==> config.mk <==
export PLATFORM = sky130hd
export DESIGN_NAME = ones_accumulator
export DESIGN_NICKNAME = d
export VERILOG_FILES = /design/src/rtl/ones_accumulator.sv
export SDC_FILE = /design/constraint.sdc
export NUM_CORES = 1
export LEC_CHECK = 0
export BUFFER_PORTS_ARGS = -buffer_cell sky130_fd_sc_hd__clkbuf_2
export CAP_MARGIN = 20
export CORE_ASPECT_RATIO = 1.1
export CORE_UTILIZATION = 59
export CTS_CLUSTER_DIAMETER = 60
export DETAILED_ROUTE_END_ITERATION = 6
export PLACE_DENSITY_LB_ADDON = 0.08
export SYNTH_ARGS = -nofsm -noshare
export SYNTH_HDL_FRONTEND = slang
export SYNTH_SLANG_ARGS = --single-unit
==> constraint.sdc <==
create_clock -name clk_i -period 3.2 [get_ports clk_i]
set_clock_uncertainty 0.2 [all_clocks]
set_input_delay 0.64 -clock clk_i [delete_from_list [all_inputs] [get_ports clk_i]]
set_output_delay 0.64 -clock clk_i [all_outputs]
set_load 0.01 [all_outputs]
==> src/rtl/ones_accumulator.sv <==
// rtl/ones_accumulator.sv - sums per-word ones counts over a frame of frame_p words
//
// Purpose: accumulates upstream ones counts (count_i) across frame_p accepted words
// and hands the frame total to a downstream consumer with a valid/ready handshake.
// Optional build macro: ACCUM_SATURATE_EN clamps the accumulator at 2^sum_width_p-1
// once it overflows; without it the accumulator wraps. overflow_o is reported in both.
//
// Ports:
//   clk_i       in   1                    clock, rising edge
//   reset_n_i   in   1                    asynchronous active-low reset
//   count_i     in   $clog2(width_p)+1    ones count of one word
//   valid_i     in   1                    count_i valid
//   ready_o     out  1                    block accepts count_i (ACCUM state)
//   sum_o       out  sum_width_p          frame total
//   overflow_o  out  1                    frame total exceeded sum_width_p, qualified by valid_o
//   valid_o     out  1                    sum_o/overflow_o valid (DONE state)
//   ready_i     in   1                    downstream accepts sum_o

module ones_accumulator #(
    parameter int width_p     = 32,
    parameter int frame_p     = 8,
    parameter int sum_width_p = 9,
    localparam int count_width_lp = $clog2(width_p) + 1
) (
    input  logic                      clk_i,
    input  logic                      reset_n_i,
    input  logic [count_width_lp-1:0] count_i,
    input  logic                      valid_i,
    output logic                      ready_o,
    output logic [sum_width_p-1:0]    sum_o,
    output logic                      overflow_o,
    output logic                      valid_o,
    input  logic                      ready_i
);

    localparam int cnt_width_lp = (frame_p > 1) ? $clog2(frame_p) : 1;

    typedef enum logic {
        ACCUM = 1'b0,
        DONE  = 1'b1
    } state_t;

    state_t                   state_q;
    state_t                   state_d;
    logic [sum_width_p-1:0]   acc_q;
    logic [cnt_width_lp-1:0]  cnt_q;
    logic                     ovf_q;

    logic [sum_width_p:0]     sum_ext;
    logic                     carry;
    logic [sum_width_p-1:0]   acc_next;
    logic                     ovf_next;
    logic                     last_word;
    logic                     accept;
    logic                     handoff;

    // One extra bit on the adder exposes the carry out of the sum_width_p range.
    assign sum_ext   = {1'b0, acc_q} + {{(sum_width_p + 1 - count_width_lp){1'b0}}, count_i};
    assign carry     = sum_ext[sum_width_p];
    assign ovf_next  = ovf_q | carry;
    assign last_word = (cnt_q == cnt_width_lp'(frame_p - 1));
    assign accept    = valid_i & ready_o;
    assign handoff   = valid_o & ready_i;

`ifdef ACCUM_SATURATE_EN
    // Once saturated the accumulator stays pinned for the rest of the frame,
    // even though later additions of small counts would not carry on their own.
    assign acc_next = ovf_next ? {sum_width_p{1'b1}} : sum_ext[sum_width_p-1:0];
`else
    assign acc_next = sum_ext[sum_width_p-1:0];
`endif

    always_ff @(posedge clk_i or negedge reset_n_i) begin
        if (!reset_n_i) begin
            state_q <= ACCUM;
        end else begin
            state_q <= state_d;
        end
    end

    always_comb begin
        state_d = state_q;
        ready_o = 1'b0;
        valid_o = 1'b0;
        case (state_q)
            ACCUM: begin
                ready_o = 1'b1;
                if (valid_i && last_word) begin
                    state_d = DONE;
                end
            end
            DONE: begin
                valid_o = 1'b1;
                if (ready_i) begin
                    state_d = ACCUM;
                end
            end
            default: state_d = ACCUM;
        endcase
    end

    always_ff @(posedge clk_i or negedge reset_n_i) begin
        if (!reset_n_i) begin
            acc_q      <= '0;
            cnt_q      <= '0;
            ovf_q      <= 1'b0;
            sum_o      <= '0;
            overflow_o <= 1'b0;
        end else if (handoff) begin
            acc_q      <= '0;
            cnt_q      <= '0;
            ovf_q      <= 1'b0;
            overflow_o <= 1'b0;
        end else if (accept) begin
            acc_q <= acc_next;
            cnt_q <= cnt_q + cnt_width_lp'(1);
            ovf_q <= ovf_next;
            if (last_word) begin
                sum_o      <= acc_next;
                overflow_o <= ovf_next;
            end
        end
    end

endmodule

-- Word level (Yosys, flattened, before mapping)
Index checks and enable logic that the tools add are counted.
- bits in registers: 24
- bits of input ports: 10
- output and inout bits: 12
- logic and storage cells: 33
- $add $sub $neg: 2
- eq/ne operators: 1
- mux-type cells: 14
- bitwise operators: 5
- reductions and logical operators: 5
- operators with widths (kind ; number):
    $mux 9 ; 2
    $add 9x6->10 ; 1
    $mux 1 ; 9
    $mux 3 ; 2
    $reduce_bool 2->1 ; 2
    $add 3x1->3 const B ; 1
    $eq 3x3->1 const B ; 1
    $reduce_and 3->1 ; 1
    $and 1x1->1 ; 2
    $not 1->1 ; 2
    $pmux 1 s2 ; 1
    $reduce_and 2->1 ; 1
    $logic_and 1x1->1 ; 1
    $or 1x1->1 ; 1

-- Logic depth before layout (Yosys ltp)
Gate-level depths: netlist of the first run.
- word-level depth: 5
- depth in mapped cells: 7
- mapped depth without buffers: 7

-- Worst setup path after synthesis of the first run
No wires, ideal clock.
- path kind: input port to flip-flop
- from: in count_i[0]
- to: reg acc_q[4]
- library setup time: 0.078 ns
- data arrival time: 2.113 ns
- data required time: 2.922 ns
- slack: 0.809 ns
- cell stages on the path: 7
- path buffers: 0
- cells stage by stage: ha_1 -> fa_1 -> a21o_2 -> a21oi_1 -> xor2_1 -> mux2_2 -> a21boi_1
- longest elaborated chain between the ends: 3
- RTL lines (element ; RTL line ; text):
    start: declaration ; 27 ; input logic [count_width_lp-1:0] count_i,
    $add 9x6->10 ; 58 ; assign sum_ext = {1'b0, acc_q} + {{(sum_width_p + 1 - count_width_lp){1'b0}}, count_i};
    $mux 9 ; 114 ; end else if (accept) begin
    $mux 9 ; 109 ; end else if (handoff) begin
    end signal: assignment ; 115 ; acc_q <= acc_next;
    end: declaration ; 45 ; logic [sum_width_p-1:0] acc_q;
Every way passes these cells. The select of a mux whose other input is x is not followed.
A chain may end at the register's enable or synchronous reset.

-- Worst setup path in the final report of the first run
- from: reg acc_q[0]
- to: reg sum_o[6]
- longest elaborated chain between the ends: 1
- RTL lines (element ; RTL line ; text):
    $add 9x6->10 ; 58 ;
    end signal: assignment ; 119 ; sum_o <= acc_next;
    end: declaration ; 30 ; output logic [sum_width_p-1:0] sum_o,
Every way passes these cells.

==> flow_summary.toml, run 1 <==
[cts]
root_buffer = "clkbuf_4"
cts_buffer_depth = 2
cts_tree = "done"
cts_hold_buffers = 0
clk_pin_slew_ps = 140
cts_resized = 0
postCtsSetupBuffers = 0
htreeDepth = 1
worst_skew_pair.late_latency_ps = 330
cts_sinks = 24
cts_buffers = 3

[grt]
grt.total_usage_pct = 26.6
grt_pass1_vias = 960
antenna_found_initial = 0
grt_max_degree = 25
grt_overflow = 0
grt_pass1_wl_um = 4420

[logic_synthesis]
yosys.area.top_type = "dfrtp_1"
syn_nets = 144
ys_ff_latch = 24
syn_area_sq_mm = 0.00130
yosysWarnings = 0
synthCells = 125
async_flop_share_pct = 100
synthTopCellsByArea = "dfrtp_1, o21ai_0, ha_1"
yosys.area_share.simple_pct = 8.54
synth_fa_ha_area_share_pct = 9.21
synth_xor_xnor_area_share_pct = 5.37
synthFlopType = "dfrtp_1"
syn_avg_cell_area_sq_um = 10.4
synthMuxAreaShare_pct = 6.43
synth_top_family_by_area = "compound AO/OA/AOI/OAI gates"
ys_types = 33
ys_seq_area_share_pct = 46.1
synth_compound_area_share_pct = 22.0
synth_edf_count = 0
yosys.area.top_type_share_pct = 46.1

[setup_path]
worstPathRequired_ps = 3190
critPathMaxStageDelay_ps = 450
crit_chain = "ha_1 > fa_1 > a211oi_1 > o21ai_1 > o21ai_2 > xor2_1 > o21ai_0"
cp_top_family = "adder cells"
path_buf_inv = 0
path_class = "register to register"
critPathLaunchType = "register"
worstSetupEndpointType = "register"
crit_fanout = 4
critPathSlowestCell = "fa_1"
crit_arrival_ps = 2310

[placement]
place.gp.congestion = 0.777
place_inst = 171
dpl.hpwl_um = 1870
numPortBuffers = 21

[detailed_routing]
firstDrtPassIters = 4
final_antenna_net_count = 0
detail_route.wl_per_cell_um = 15.1
vias = 994
vias_per_cell = 5.68
wirelength_um = 2630
first_iter_violations = 12
drc = 0

[cells_and_area]
diodes = 0
nFillCells = 172
area_growth_pct = 13.2
final_common_cell = "dfrtp_1"
fin_cells = 175
most-common-layout-cells = "dfrtp_1, o21ai_0, clkbuf_2"
nets = 167
layout-drive-gt1-share_pct = 23.8

[timing]
setup_violations = 0
clock.fmax_ghz = 0.432
max_slew.worst_pin.slew_ps = 612
rsz0062_at_grt = "no"
hold_viol = 0
setup_tns_ps = 0
timing.final.crit_share_pct = 72.4
slew_headroom_pct = 59.0
period_needed_ps = 2320
slew_viol_final = 0
hold_slack_ps = 84.5

[floorplanning]
start_util_pct = 63.8
io_pins = 22
die-area_sq_mm = 0.00240
die_x_um = 46.8
core_area_sq_mm = 0.00204
num_rows = 17
die_y_um = 51.3

[flow_run]
cap_violations = 0

[min_path]
min_path_type = "primary input to async pin"

[power_and_ir_drop]
total_power_uw = 1450
leakage_uw = 0.000692
ir_drop_v = 0.000612
power_density_mw_per_mm2 = 979

[run_status]
status = "finished, final reports clean"
==> registers in the layout, indices dropped and copies added, names as in the netlist <==
register    cells
cnt_q           3
state_q         1
ovf_q           1
sum_o           9
overflow_o      1
acc_q           9
==> final timing paths <==
kind / from / endpoint / slack (ps) / cells past startpoint
setup / recovery: acc_q[0] / sum_o[6] / 880 / 7
hold / removal: reset_n_i / cnt_q[1] / 80 / 1
setup reg to reg: acc_q[0] / sum_o[6] / 880 / 7
hold reg to reg: sum_o[3] / sum_o[3] / 290 / 2
max in group asynchronous: reset_n_i / acc_q[5] / 2320 / 1
min in group clk_i: sum_o[3] / sum_o[3] / 290 / 2
==> worst reg2reg max path: stages, from the launching register on <==
cell and delay, ps:
dfrtp_1 420, ha_1 250, fa_1 450, a211oi_1 260
o21ai_1 150, o21ai_2 130, xor2_1 210, o21ai_0 120
==> metrics by stage <==
step	setup slack [ps]	utilization, %	cell area (sq um)
4_1_cts	853	72.3	1480
3_3_place_gp	680	69.7	1420
5_1_grt	757	72.3	1480
6_report	883	72.3	1480
3_5_place_dp	547	69.7	1420
2_1_floorplan	809	-	1300
==> Yosys cell counts (2+ instances only) <==
library cell	count
mux2i_1	5
nand2_1	18
ha_1	8
xnor2_1	3
a21o_2	2
nor2_1	3
o21ai_2	2
a21oi_1	3
xor2_1	5
o31ai_1	2
o211ai_1	3
mux2_2	3
dfrtp_1	24
o21ai_0	22
buf_4	2
inv_1	3
==> where the power goes <==
group | total, uW | internal (uW) | switching (uW)
Sequential | 549 | 441 | 109
Combinational | 675 | 303 | 372
Clock | 221 | 127 | 94.5
==> per-layer routing <==
| layer | routed length (um) | up-vias | share of wire, % | global-route usage [%] |
|---|---|---|---|---|
| met3 | 77 | 5 | 2.9 | 4.24 |
| li1 | - | 492 | - | - |
| met1 | 1100 | 478 | 42 | 31.1 |
| met5 | 0 | - | 0 | 0 |
| met2 | 1420 | 19 | 54 | 47.5 |
| met4 | 40 | 0 | 1.5 | 8.57 |
==> layout make-up <==
type	instances	area (sq um)	share of cell area (%)
clock buffers	3	22.5	1.53
clock inverters	1	30.0	2.03
inverters	3	11.3	0.763
multi-input cells	95	672	45.5
flip-flops and latches	24	601	40.7
well taps	28	35.0	2.37
repair buffers	21	105	7.12
==> logic make-up (layout without fill, tap and decap cells) <==
kind of cell | Yosys count | count (layout)
xor gates and xnor gates | 8 | 8
DFF | 24 | 24
buffers and inverters | 6 | 28
muxes | 8 | 8
adders and majority gates | 9 | 9
and+or+nand+nor | 25 | 25
AOI/OAI and AO/OA | 45 | 45
No activity file was read; power rests on OpenSTA's default activity.
==> run 2: changes to the inputs <==
Settings changed: CORE_UTILIZATION 59 to 54.
Clock period 3.2 ns to 2.25 ns, I/O delays scaled along.
==> run 2 against run 1 <==
Effect of this change:
- hold slack better by 82 ps
- flip-flop and latch count unchanged
- critical path depth unchanged
- maximum frequency is 8.2% higher
- worst setup slack lost 770 ps
- design area grew 4.1%
- sequential share of layout area decreased by 1.6 points
- utilization down 4.8 points
- combinational power increased by 53%
- clock power up 5%
- first-iteration DRC count rose by 25%
- critical path type unchanged
==> flow_summary.toml, run 2 (synthesis results as in run 1) <==
[run_status]
status = "finished, final reports clean"

[cells_and_area]
area_growth_pct = 17.9
finish.utilization_pct = 67.5
regArea_sq_um = 601
most-common-layout-cells = "dfrtp_1, o21ai_0, clkbuf_2"
layout-drive-gt1-share_pct = 29.0
final_common_cell = "dfrtp_1"
largestRegisters = "acc_q: 9 flops, sum_o: 9 flops, cnt_q: 3 flops"
nFillCells = 206
multiInputGateArea_sq_um = 683
nets = 175
diodes = 0

[power_and_ir_drop]
intPower_uw = 1210
ir_drop_v = 0.000846
power_frac_seq_pct = 37.9
p_sw_uw = 829
leakage_uw = 0.000725
clockPowerShare_pct = 11.5
swShare_pct = 40.7
power_density_mw_per_mm2 = 1330
total_power_uw = 2040
comb_power_share_pct = 50.6

[detailed_routing]
detail_route.wl_per_cell_um = 14.0
drc = 0
vias_per_cell = 5.58
wirelength_um = 2590
final_antenna_net_count = 0
vias = 1032
first_iter_violations = 15
firstDrtPassIters = 4

[timing]
timing.final.crit_share_pct = 95.2
slew_viol_final = 0
slew_headroom_pct = 61.2
setup_tns_ps = 0
period_needed_ps = 2140
fin_ws_ps = 108
setup_violations = 0
hold_viol = 0
max_slew.worst_pin.slew_ps = 582
clock.fmax_ghz = 0.467

[cts]
worst_skew_pair.late_latency_ps = 320
cts_sinks = 24
clk_pin_slew_ps = 130
htreeDepth = 1
cts_buffers = 3
root_buffer = "clkbuf_4"
cts_buffer_depth = 2
cts_tree = "done"

[grt]
grt_overflow = 0
grt_pass1_wl_um = 4430
grt_pass1_vias = 1052
grt.total_usage_pct = 23.2
grt_max_degree = 25
antenna_found_initial = 0

[setup_path]
worstPathRequired_ps = 2310
worstSetupEndpointType = "register"
cp-startpoint = "acc_q[0]"
crit_fanout = 3
critPathLaunchType = "register"
r2r-start = "acc_q[0]"
reg2reg_slack_ps = 110
reg2reg_depth = 7
path_class = "register to register"
rr_endpoint = "acc_q[4]"
cp-endpoint = "acc_q[4]"
crit_arrival_ps = 2200

[min_path]
min_path_type = "primary input to register"

[floorplanning]
die-area_sq_mm = 0.00262
die_y_um = 53.5
core_area_sq_mm = 0.00227
die_x_um = 48.9
io_pins = 22
start_util_pct = 57.3
num_rows = 18

[placement]
dpl.hpwl_um = 1980
numPortBuffers = 21
place_ws_ps = -121
place.gp.congestion = 0.798

[flow_run]
cap_violations = 0
[run 2: cell type report]
class | instances | area share, %
Tap cell | 30 | 2.44
Timing Repair Buffer | 29 | 10.9
Multi-Input combinational cell | 95 | 44.5
Sequential cell | 24 | 39.1
Clock buffer | 4 | 2.36
Inverter | 3 | 0.733
[run 2: layer usage]
layer / up-vias / track usage, % / routed length (um)
met5: - / 0 / 0
met4: 0 / 12.3 / 31
met3: 2 / 2.82 / 59
met2: 21 / 47.0 / 1400
met1: 501 / 23.6 / 1100
li1: 508 / - / -
[run 2: worst max-delay path, stage by stage (launching register included)]
cell	delay (ps)
dfrtp_1	410
ha_1	210
fa_2	380
a21o_2	230
a21oi_2	140
xor2_1	90
mux2_2	260
a21boi_1	140
[run 2: through the flow]
step / hold WS [ps] / instance area [sq um] / cells
floorplan: -45.6 / 1300 / 125
global placement: 261 / 1470 / 179
detailed placement: 274 / 1470 / 179
CTS: 155 / 1520 / 184
global route: 196 / 1540 / 185
finish: 167 / 1540 / 185
[run 2: power by group through the flow]
stage | clock (uW) | sequential (uW) | combinational, uW
floorplan | 0 | 791 | 684
global placement | 0 | 771 | 947
detailed placement | 0 | 785 | 997
CTS | 242 | 776 | 1010
global route | 253 | 799 | 1180
finish | 233 | 773 | 1030
[run 2: worst min path at each step]
stage                         start  endpoint  slack (ps)  depth (start not counted)
after CTS                   ready_i   state_q         160                          2
after global placement     sum_o[3]  sum_o[3]         260                          2
final                       ready_i   state_q         170                          2
after global routing        ready_i   state_q         200                          2
after detailed placement   sum_o[6]  sum_o[6]         270                          2
after floorplan           reset_n_i  acc_q[0]         -50                          0
[run 2: timing repair]
item,4_1_cts,5_1_grt
endpoints found under the setup margin,1,5
hold buffers,1,0
buffers inserted,0,1
gates resized for setup,1,2
gates cloned,0,0
pin swaps,0,0
endpoints found under the hold margin,24,0
